**src/rtl/cache_req_pkg.sv**
```systemverilog
// cache_req_pkg: shared types for the cache requester.
//   state_t : requester FSM states
//   op_t    : latched command kind (read/write)
//   STAT_W  : width of the optional statistics counters (CACHE_REQ_STATS_EN)
package cache_req_pkg;

    typedef enum logic [2:0] {
        IDLE,
        RD_ISSUE,
        RD_WAIT,
        WR_ISSUE,
        WR_WAIT,
        RESP
    } state_t;

    typedef enum logic {
        OP_RD = 1'b0,
        OP_WR = 1'b1
    } op_t;

    localparam int STAT_W = 16;

endpackage

```
**src/rtl/cache_req_stats.sv**
```systemverilog
// cache_req_stats: response statistics, present only when CACHE_REQ_STATS_EN
// is defined. Each counter advances on a response handshake and wraps.
//   clock, reset_n     : clock, asynchronous active-low reset
//   rsp_fire           : response handshake strobe
//   op, hit, timeout   : qualifiers of the response being handed over
//   stat_rd_hit        : reads that hit
//   stat_rd_miss       : reads that missed
//   stat_wr_ok         : writes committed
//   stat_wr_timeout    : writes aborted after MAX_WAIT
`ifdef CACHE_REQ_STATS_EN
module cache_req_stats
    import cache_req_pkg::*;
(
    input  logic              clock,
    input  logic              reset_n,
    input  logic              rsp_fire,
    input  op_t               op,
    input  logic              hit,
    input  logic              timeout,
    output logic [STAT_W-1:0] stat_rd_hit,
    output logic [STAT_W-1:0] stat_rd_miss,
    output logic [STAT_W-1:0] stat_wr_ok,
    output logic [STAT_W-1:0] stat_wr_timeout
);

    always_ff @(posedge clock or negedge reset_n) begin
        if (!reset_n) begin
            stat_rd_hit     <= '0;
            stat_rd_miss    <= '0;
            stat_wr_ok      <= '0;
            stat_wr_timeout <= '0;
        end else if (rsp_fire) begin
            if (op == OP_RD) begin
                if (hit) stat_rd_hit  <= stat_rd_hit + 1'b1;
                else     stat_rd_miss <= stat_rd_miss + 1'b1;
            end else begin
                if (hit)     stat_wr_ok      <= stat_wr_ok + 1'b1;
                if (timeout) stat_wr_timeout <= stat_wr_timeout + 1'b1;
            end
        end
    end

endmodule
`endif

```
**src/rtl/cache_requester.sv**
```systemverilog
// cache_requester: single-outstanding initiator for the K-way CLOCK cache port.
// Accepts one command on the req channel, drives the registered cache strobes,
// waits for the cache's registered hit, then presents the result on rsp.
// Write misses keep cache_write asserted until hit (covers the eviction sweep)
// or until MAX_WAIT WR_WAIT cycles have elapsed (rsp_timeout).
// Ports:
//   clock, reset_n                        : clock, asynchronous active-low reset
//   req_valid/req_ready/req_write/req_addr/req_data : upstream command
//   rsp_valid/rsp_ready/rsp_hit/rsp_data/rsp_timeout : downstream response
//   cache_addr/cache_val/cache_read/cache_write     : registered cache drive
//   cache_hit/cache_out_val                         : cache response
//   stat_* (only with CACHE_REQ_STATS_EN)           : 16-bit response counters
module cache_requester
    import cache_req_pkg::*;
#(
    parameter int ADDR_WIDTH = 8,
    parameter int LINE_WIDTH = 32,
    parameter int MAX_WAIT   = 6
) (
    input  logic                  clock,
    input  logic                  reset_n,
    input  logic                  req_valid,
    output logic                  req_ready,
    input  logic                  req_write,
    input  logic [ADDR_WIDTH-1:0] req_addr,
    input  logic [LINE_WIDTH-1:0] req_data,
    output logic                  rsp_valid,
    input  logic                  rsp_ready,
    output logic                  rsp_hit,
    output logic [LINE_WIDTH-1:0] rsp_data,
    output logic                  rsp_timeout,
`ifdef CACHE_REQ_STATS_EN
    output logic [STAT_W-1:0]     stat_rd_hit,
    output logic [STAT_W-1:0]     stat_rd_miss,
    output logic [STAT_W-1:0]     stat_wr_ok,
    output logic [STAT_W-1:0]     stat_wr_timeout,
`endif
    output logic [ADDR_WIDTH-1:0] cache_addr,
    output logic [LINE_WIDTH-1:0] cache_val,
    output logic                  cache_read,
    output logic                  cache_write,
    input  logic                  cache_hit,
    input  logic [LINE_WIDTH-1:0] cache_out_val
);

    localparam int CNT_W = $clog2(MAX_WAIT + 1);
    localparam logic [CNT_W-1:0] CNT_LIMIT = CNT_W'(MAX_WAIT);

    state_t           state;
    logic [CNT_W-1:0] wait_cnt;
    logic [CNT_W-1:0] wait_inc;

    // Saturating count including the current WR_WAIT cycle; the abort decision
    // uses it so exactly MAX_WAIT WR_WAIT cycles elapse before rsp_timeout.
    assign wait_inc = (wait_cnt == '1) ? wait_cnt : wait_cnt + 1'b1;

    always_ff @(posedge clock or negedge reset_n) begin
        if (!reset_n) begin
            state       <= IDLE;
            req_ready   <= 1'b0;
            rsp_valid   <= 1'b0;
            rsp_hit     <= 1'b0;
            rsp_data    <= '0;
            rsp_timeout <= 1'b0;
            cache_addr  <= '0;
            cache_val   <= '0;
            cache_read  <= 1'b0;
            cache_write <= 1'b0;
            wait_cnt    <= '0;
        end else begin
            case (state)
                IDLE: begin
                    if (req_valid && req_ready) begin
                        req_ready   <= 1'b0;
                        cache_addr  <= req_addr;
                        cache_val   <= req_data;
                        rsp_hit     <= 1'b0;
                        rsp_data    <= '0;
                        rsp_timeout <= 1'b0;
                        if (req_write) begin
                            cache_write <= 1'b1;
                            wait_cnt    <= '0;
                            state       <= WR_ISSUE;
                        end else begin
                            cache_read <= 1'b1;
                            state      <= RD_ISSUE;
                        end
                    end else begin
                        req_ready <= 1'b1;
                    end
                end
                RD_ISSUE: begin
                    cache_read <= 1'b0;
                    state      <= RD_WAIT;
                end
                RD_WAIT: begin
                    rsp_hit   <= cache_hit;
                    rsp_data  <= cache_hit ? cache_out_val : '0;
                    rsp_valid <= 1'b1;
                    state     <= RESP;
                end
                WR_ISSUE: begin
                    state <= WR_WAIT;
                end
                WR_WAIT: begin
                    wait_cnt <= wait_inc;
                    if (cache_hit) begin
                        cache_write <= 1'b0;
                        rsp_hit     <= 1'b1;
                        rsp_valid   <= 1'b1;
                        state       <= RESP;
                    end else if (wait_inc == CNT_LIMIT) begin
                        cache_write <= 1'b0;
                        rsp_timeout <= 1'b1;
                        rsp_valid   <= 1'b1;
                        state       <= RESP;
                    end
                end
                RESP: begin
                    if (rsp_ready) begin
                        rsp_valid <= 1'b0;
                        req_ready <= 1'b1;
                        state     <= IDLE;
                    end
                end
                default: state <= IDLE;
            endcase
        end
    end

`ifdef CACHE_REQ_STATS_EN
    op_t op;

    always_ff @(posedge clock or negedge reset_n) begin
        if (!reset_n) begin
            op <= OP_RD;
        end else if (state == IDLE && req_valid && req_ready) begin
            op <= req_write ? OP_WR : OP_RD;
        end
    end

    cache_req_stats u_stats (
        .clock           (clock),
        .reset_n         (reset_n),
        .rsp_fire        (rsp_valid && rsp_ready),
        .op              (op),
        .hit             (rsp_hit),
        .timeout         (rsp_timeout),
        .stat_rd_hit     (stat_rd_hit),
        .stat_rd_miss    (stat_rd_miss),
        .stat_wr_ok      (stat_wr_ok),
        .stat_wr_timeout (stat_wr_timeout)
    );
`endif

endmodule

```
**config.mk**
```make
export PLATFORM = sky130hd
export DESIGN_NAME = cache_requester
export DESIGN_NICKNAME = d
export VERILOG_FILES = /design/src/rtl/cache_req_pkg.sv /design/src/rtl/cache_req_stats.sv /design/src/rtl/cache_requester.sv
export SDC_FILE = /design/constraint.sdc
export NUM_CORES = 1
export LEC_CHECK = 0
export BUFFER_PORTS_ARGS = -buffer_cell sky130_fd_sc_hd__buf_2
export CAP_MARGIN = 10
export CORE_MARGIN = 2
export CORE_UTILIZATION = 40
export DETAILED_ROUTE_END_ITERATION = 12
export PLACE_DENSITY = 0.82
export SETUP_SLACK_MARGIN = 0.4
export SYNTH_ARGS = -nofsm -noshare
export SYNTH_HDL_FRONTEND = slang
export SYNTH_SLANG_ARGS = --single-unit
```
**constraint.sdc**
```tcl
create_clock -name clock -period 1.6 [get_ports clock]
set_input_delay 0.32 -clock clock [delete_from_list [all_inputs] [get_ports clock]]
set_output_delay 0.32 -clock clock [all_outputs]
set_load 0.01 [all_outputs]
```
======== Word-level counts from Yosys, hierarchy flattened ========
Cells that the tools add are included.
cells by class
  eq/ne operators ......................... 15
  muxes and demuxes ....................... 33
  add/subtract/negate cells ............... 1
  reduce and logical (&&, ||, !) cells .... 18
operators by type and width
  cell                                           count
  two-way mux 32 bit                             2
  case mux 32 bit (2 select lines)               1
  two-way mux 3 bit                              7
  case mux 3 bit (6 select lines)                1
  AND reduction 3 bit                            5
  two-way mux 1 bit                              14
  inequality test 2 bit, second input constant   7
  == test 3 bit, second input constant           4
  case mux 1 bit (2 select lines)                4
  AND reduction 4 bit                            2
  nonzero test 2 bit                             4
  == test 3 x 2 -> 1 bit, second input constant  2
  case mux 1 bit (3 select lines)                2
  case mux 3 bit (2 select lines)                1
  AND reduction 2 bit                            3
  nonzero test 3 bit                             2
  adder 3 x 1 -> 3 bit, second input constant    1
  == test 3 x 1 -> 1 bit, second input constant  1
  logical NOT 3 bit                              1
  inequality test 3 bit, second input constant   1
  two-way mux 2 bit                              1
  logical AND 1 bit                              1
word-level totals
  bits in registers ....................... 84

======== Logic depth before layout (Yosys ltp) ========
Gate-level depths: netlist of the first run.
  depth after elaboration ................. 6
  depth in mapped cells ................... 6
  gate-level depth less buffers ........... 6

======== Worst setup path before layout of the first run ========
No wires, ideal clock.
  path kind ............................... reg-to-reg
  start ................................... reg req_ready
  end ..................................... reg cache_addr[0]
  slack ................................... -0.097 ns
  library setup time ...................... 0.125 ns
  data arrival time ....................... 1.572 ns
  buffers on the path ..................... 1
  stages on the path, launching flop included .. 5
  clock period less this slack ............ 1.697 ns
  cell sequence ........................... dfrtp_1 nand2_1 nor4_4 buf_6 mux2_2
between the ends
  word-level cells in the longest chain between the ends .. 2
RTL lines
  item                                  RTL line               source
  start, declared                       cache_requester.sv:23  output logic req_ready,
  start signal, assigned                cache_requester.sv:60  req_ready <= 1'b0;
  start signal, assigned                cache_requester.sv:74  req_ready <= 1'b0;
  start signal, assigned                cache_requester.sv:89  req_ready <= 1'b1;
  logical AND 1 bit                     cache_requester.sv:73  if (req_valid && req_ready) begin
  AND reduction 2 bit (no source line)  --
  end signal, assigned                  cache_requester.sv:75  cache_addr <= req_addr;
  end, declared                         cache_requester.sv:38  output logic [ADDR_WIDTH-1:0] cache_addr,
No other way between the ends.
A chain may end at the register's enable or synchronous reset.

======== Worst setup path after layout of the first run ========
  start ................................... reg state[1]
  end ..................................... reg cache_val[18]
between the ends
  word-level cells in the longest chain between the ends .. 2
RTL lines
  item                                  RTL line               source
  start, declared                       cache_requester.sv:49  state_t state;
  start signal, assigned                cache_requester.sv:59  state <= IDLE;
  start signal, assigned                cache_requester.sv:83  state <= WR_ISSUE;
  start signal, assigned                cache_requester.sv:86  state <= RD_ISSUE;
  logical NOT 3 bit                     cache_requester.sv:71  case (state)
  AND reduction 2 bit (no source line)  --
  end signal, assigned                  cache_requester.sv:76  cache_val <= req_data;
  end, declared                         cache_requester.sv:39  output logic [LINE_WIDTH-1:0] cache_val,
No other way between the ends.

==> flow_summary_export.csv, run 1 <==
group,metric,value,unit
final_layout,antennaDiodeCount,0,
setup_path,end_kind,"flop",
setup_path,r2r_slack,0.05,ns
sta,hold_violations,0,
clock_network,h-tree-depth,3,
clock_network,cts_buffers,9,
grt,grt-busiest-layer,"met2",
clock_network,cts.path.max_buffers,2,
grt,met3_usage,0.06019,
setup_path,critical_path_arrival,1.80,ns
grt,met1_usage,0.2003,
sta,fmax,643.7,MHz
sta,finalCritPeriodShare,0.9710,
sta,fin_crit,1.554,ns
yosys,synth_nets,301,
sta,tightest_slew,0.4602,ns
grt,grt_pass1_vias,2597,
run,drv_cap,0,
placed_design,place.port_buffers,155,
route,drt_iter0_markers,87,
clock_network,root_buffer,"clkbuf_8",
setup_path,crit_path_max_incr_delay,0.45,ns
setup_path,critPathKind,"flop to flop",
placed_design,dp.cells,478,
die,core,7807,um^2
die,floorplan.initialDensity,0.4165,
setup_path,worst-path-max-fanout,5,
sta,drv_slew,0,
placed_design,dp_hpwl,5175,um
final_layout,fin_area,5320,um^2
setup_path,crit_required,1.84,ns
route,wirelength,9181,um
route,final_antenna_net_count,0,
grt,grt_pass1_wl,12010,um
die,die_h,94.17,um
setup_path,slowest_stage,"dfrtp_2",
final_layout,nets,531,
grt,met2_usage,0.3095,
yosys,synthCells,221,
route,drc,0,
hold_path,min-delay-path-class,"primary input to flop",
yosys,netlist_area,3252,um^2
setup_path,path_cells,"nor4_4 -> buf_6 -> buf_4 -> clkbuf_16 -> mux2_2",
clock_network,clock_sinks,84,
sta,grt_setup_unrepaired,"true",
clock_network,insertion_delay,0.35,ns
sta,worst_hold_slack,0.1843,ns
final_layout,fill_cells,585,
pwr,power_leakage,2.759,nW
yosys,synth_cell_type_count,26,
yosys,synth_area_per_cell,14.71,um^2
die,fp-row-count,32,
die,die_w,94.17,um
grt,antenna_found_initial,0,
die,die_area,8867,um^2
yosys,ys_seq_elements,84,
pwr,p_per_area,1987,nW/um^2
sta,setup_violations,0,
final_layout,area_growth_syn_to_layout,63.60,%
yosys,yosys_warnings,0,
final_layout,fin_cells,558,
final_layout,drive_gt1_frac,0.6732,
route,wl_per_cell,16.45,um
clock_network,clkTransAtPathRegs,0.10,ns
placed_design,place_area,4237,um^2
clock_network,cts_tree,"yes",
route,first_pass_iters,5,
yosys,seq_area_frac_synth,0.6464,
route,vias,2755,
pwr,peakVddDrop,758.6,uV
run_status,outcome,"finished clean",
route,via_per_inst,4.937,
sta,slew_headroom,0.6932,
pwr,total_power,10.57,mW
grt,track_usage,0.1764,
setup_path,cp-start-kind,"flop",
sta,finClkSkew,0.01251,ns
grt,grt-ovfl-total,0,
final_layout,layout_commonest_cell,"buf_2",
final_layout,most-common-layout-cells,"buf_2, dfrtp_1, buf_4",
die,io_pins,156,
placed_design,gp_congestion,0.8417,
grt,grt_max_degree,85,
==> layer usage <==
| metal | share of wire | wire, um | up-vias |
|---|---|---|---|
| met3 | 0.061 | 556 | 12 |
| met5 | 0 | 0 | - |
| met4 | 0.011 | 99 | 0 |
| met1 | 0.39 | 3620 | 1357 |
| met2 | 0.53 | 4903 | 113 |
| li1 | - | - | 1273 |
==> cell usage after synthesis <==
cell type	instances	area (um^2)
o21a_1	1	7.510
xnor2_1	1	8.760
nand3_1	2	10.01
a211o_1	1	8.760
a2111oi_2	1	15.01
nor4_4	1	21.27
buf_2	7	35.03
a22o_1	32	280.3
mux2_2	41	461.7
a32o_1	3	30.03
nor3_1	1	5.000
clkbuf_1	2	7.510
nand2_1	7	26.28
o21ai_0	3	15.01
ha_1	2	25.02
nor3b_1	1	7.510
nor2_1	5	18.77
nand2b_1	3	18.77
a31oi_1	3	18.77
nor4b_1	1	8.760
a21oi_1	9	45.04
nor2b_1	2	12.51
buf_6	4	45.04
nor4_1	1	6.260
dfrtp_1	84	2102
inv_1	3	11.26
==> area by class of cell <==
type	count	area, um^2	share of cell area
sequential	84	2107	0.3960
timing repair buffer	232	1612	0.3029
multi-input combinational	121	1260	0.2368
tap	102	127.6	0.02399
clock buffer	9	123.9	0.02328
clock inverter	7	76.32	0.01435
inverter	3	13.76	0.002587
==> timing repair <==
action	4_1_cts	5_1_grt
hold endpoints to repair	2	0
hold buffers	1	0
buffers inserted	28	28
pin swaps	4	3
cloned	1	6
resized for setup	14	57
endpoints found under the setup margin	149	160
==> cell families after synthesis <==
family	after synthesis	synth area share
buf+inv	16	0.03039
mux	41	0.1420
flops	84	0.6464
xor+xnor	1	0.002694
fa+ha+maj	2	0.007694
simple gates	24	0.04156
compound gates	53	0.1293
==> worst max-delay path: cells and delay by family (launching register included) <==
kind | cells | cell delay (ns)
AND/OR/NAND/NOR | 1 | 0.27
multiplexers | 1 | 0.33
buffers and inverters | 3 | 0.41
flip-flops | 1 | 0.45
==> registers in the layout, summed over array words and instances, names as in the netlist <==
signal / cells
cache_addr: 8
cache_read: 1
cache_val: 32
cache_write: 1
req_ready: 1
rsp_data: 32
rsp_hit: 1
rsp_timeout: 1
rsp_valid: 1
state: 3
wait_cnt: 3
==> path summary, 6_finish.rpt <==
path	startpoint	end	depth (start not counted)
min	cache_out_val[9]	rsp_data[9]	2
max reg2reg	state[1]	cache_val[18]	5
max in group asynchronous	reset_n	state[1]	3
min reg2reg	rsp_data[16]	rsp_data[16]	1
min in group asynchronous	reset_n	cache_addr[1]	3
max	state[1]	cache_val[18]	5
==> stage by stage <==
stage / setup WS, ns / utilization / setup TNS [ns]
after floorplan: -0.08222 / - / -2.720
after global placement: 0.04872 / 0.5426 / 0
after detailed placement: -0.01548 / 0.5426 / -0.01548
after CTS: 0.04254 / 0.6095 / 0
after global routing: -0.01580 / 0.6814 / -0.1268
final: 0.04639 / 0.6814 / 0
==> power breakdown <==
group | internal, mW | total (mW) | switching [mW]
Clock | 0.729 | 1.51 | 0.783
Sequential | 3.07 | 3.63 | 0.554
Combinational | 3.19 | 5.43 | 2.23
(Power assumes the default switching activity.)
==> run 2, diff against run 1 <==
- ABC_AREA: unset -> 1
- PLACE_DENSITY: 0.82 -> 0.81
==> flow_summary_export.csv, run 2 <==
group,metric,value,unit
yosys,synth_common_cells,"nand2_1, dfrtp_1, nand3_1",
final_layout,area_growth_syn_to_layout,47.77,%
clock_network,h-tree-depth,3,
pwr,p_sw,3.617,mW
pwr,clkPwrFrac,0.178,
placed_design,dp_hpwl,5952,um
clock_network,cts.path.max_buffers,2,
die,fp-row-count,34,
sta,slew_headroom,0.7642,
die,io_pins,156,
yosys,yosys.area_share.simple,0.3126,
route,first_pass_iters,4,
run_status,outcome,"finished clean",
final_layout,layout_commonest_cell,"nand2_1",
grt,grt_pass1_wl,14550,um
yosys,yosys_warnings,0,
yosys,yosys_most_used_dff,"dfrtp_1",
yosys,post-synth-top-count-cell,"nand2_1",
clock_network,root_buffer,"clkbuf_8",
die,die_w,97.35,um
placed_design,gp_congestion,0.7636,
route,final_antenna_net_count,0,
pwr,peakVddDrop,742.7,uV
grt,grt_pass1_vias,3166,
yosys,netlist_area,3486,um^2
die,die_area,9477,um^2
clock_network,cts_tree,"yes",
final_layout,top_regs,"cache_val (32), rsp_data (32), cache_addr (8)",
final_layout,fin_area,5151,um^2
die,die_h,97.35,um
pwr,p_per_area,1916,nW/um^2
yosys,synth.area.mux_share,0,
sta,fin_crit,1.330,ns
yosys,synth_compound_area_frac,0.02190,
placed_design,place_area,4360,um^2
setup_path,rr_startpoint,"state[1]",
clock_network,clock_sinks,84,
placed_design,place.port_buffers,155,
sta,setup_tns,0,ns
setup_path,cp-startpoint,"state[1]",
grt,antenna_found_initial,0,
setup_path,worst-path-max-fanout,6,
yosys,netlist_top_cells_area,"dfrtp_1, nand2_1, nand3_1, buf_4, nor2_1",
clock_network,insertion_delay,0.34,ns
run,drv_cap,0,
pwr,p_comb_frac,0.457,
sta,tightest_slew,0.3538,ns
final_layout,most-common-layout-cells,"nand2_1, buf_2, dfrtp_1",
route,wirelength,9052,um
placed_design,dp.cells,641,
yosys,synth_top_family_by_area,"simple AND/OR/NAND/NOR gates",
setup_path,cp-start-kind,"flop",
clock_network,cts_buffers,9,
setup_path,critPathKind,"flop to flop",
clock_network,clkTransAtPathRegs,0.08,ns
yosys,ys_async_sr_fraction,1.000,
final_layout,drive_gt1_frac,0.4259,
yosys,synth_cell_type_count,22,
final_layout,antennaDiodeCount,0,
yosys,synth_adder_area_share,0.007179,
hold_path,hp-start,"req_data[26]",
pwr,p_int,6.251,mW
setup_path,critical_path_arrival,1.61,ns
yosys,synth_top_area_share,0.6030,
grt,track_usage,0.1876,
final_layout,ff_latch_area,2105,um^2
grt,grt_max_degree,73,
die,floorplan.initialDensity,0.4056,
route,drt_iter0_markers,139,
final_layout,fill_cells,749,
yosys,synth_area_per_cell,8.915,um^2
route,drc,0,
yosys,synthCells,391,
yosys,synth_nets,471,
yosys,seq_area_frac_synth,0.6030,
yosys,yosys.area.top_type,"dfrtp_1",
final_layout,nets,669,
pwr,power_leakage,3.012,nW
yosys,synth_xor_area_frac,0.002513,
yosys,ys_seq_elements,84,
hold_path,min-delay-path-class,"primary input to flop",
sta,finClkSkew,0.005504,ns
route,via_per_inst,4.786,
sta,grt_setup_unrepaired,"true",
sta,hold_violations,0,
pwr,swShare,0.3666,
sta,fmax,752.0,MHz
grt,grt-ovfl-total,0,
pwr,p_seq_frac,0.365,
sta,setup_violations,0,
route,vias,3360,
final_layout,utilization,0.5994,
setup_path,crit_required,1.88,ns
sta,finalCritPeriodShare,0.8311,
setup_path,end_kind,"flop",
die,core,8593,um^2
sta,drv_slew,0,
route,wl_per_cell,12.89,um
yosys,synth_edf_count,0,
final_layout,multi_input_area,1281,um^2
final_layout,fin_cells,702,
-- run 2: changes by cell type in the layout (fill, tap and decap cells not counted), sizes merged, moves of 12 or more --
cell   before  now
nand2       7  170
nand3       2   68
mux2       41    0
a22o       32    0
buf       227  206
nor2        5   17
-- run 2: through the flow --
stage          setup WS (ns)  hold WS [ns]  power [mW]
2_1_floorplan         0.3684       0.02441       5.672
3_3_place_gp          0.1821        0.2564       6.942
3_5_place_dp          0.1001        0.2580       7.088
4_1_cts               0.2736        0.1532       9.490
5_1_grt               0.1976        0.1584       10.61
6_report              0.2702        0.1728       9.869
-- run 2: layer usage --
metal  global-route usage  up-vias  wire [um]
li1                     -     1638          -
met1               0.2437     1573       3843
met2               0.3109      138       4475
met3              0.05036       11        618
met4              0.05556        0        114
met5                    0        -          0
-- run 2: final timing paths --
check                      cells past startpoint       endpoint  slack [ns]
max reg2reg                                    8   cache_val[3]        0.27
min in group asynchronous                      2  cache_addr[5]        0.42
min                                            3  cache_val[26]        0.17
max                                            8   cache_val[3]        0.27
max in group asynchronous                      3       state[2]        0.69
min reg2reg                                    2  cache_val[21]        0.47
-- run 2: area by class of cell --
class | count | share of cell area
inverters | 12 | 0.01214
repair buffers | 208 | 0.2592
clock inverters | 4 | 0.01895
well taps | 108 | 0.02623
clock buffers | 12 | 0.02623
flip-flops and latches | 84 | 0.4086
multi-input cells | 274 | 0.2487
-- run 2: worst max-delay path, stage by stage, from the launching register on --
cell	delay, ns
dfrtp_2	0.44
nor2_4	0.15
nand2_4	0.08
nor2_4	0.10
buf_12	0.14
buf_12	0.13
clkbuf_16	0.14
nand2_1	0.04
nand2_1	0.05
-- run 2: what timing repair did --
item,CTS,global route
hold endpoints to repair,23,0
setup endpoints to repair,151,161
gates resized for setup,22,28
cloned,0,1
pin swaps,4,15
setup buffers,29,14
hold buffers,1,0
-- run 2: cell families (layout without fill, tap and decap cells) --
logic type                 Yosys count  in the layout
AOI/OAI and AO/OA                   14             14
xor gates and xnor gates             1              1
buffers and inverters               33            236
and+or+nand+nor                    257            257
adders and majority gates            2              2
DFF                                 84             84
-- run 2: power groups by stage --
| stage | registers (mW) | clock network [mW] | logic, mW |
|---|---|---|---|
| 2_1_floorplan | 4.05 | 0 | 1.63 |
| 6_report | 3.60 | 1.76 | 4.51 |
| 4_1_cts | 3.57 | 1.82 | 4.10 |
| 5_1_grt | 3.70 | 1.90 | 5.00 |
| 3_3_place_gp | 3.59 | 0 | 3.35 |
| 3_5_place_dp | 3.62 | 0 | 3.47 |
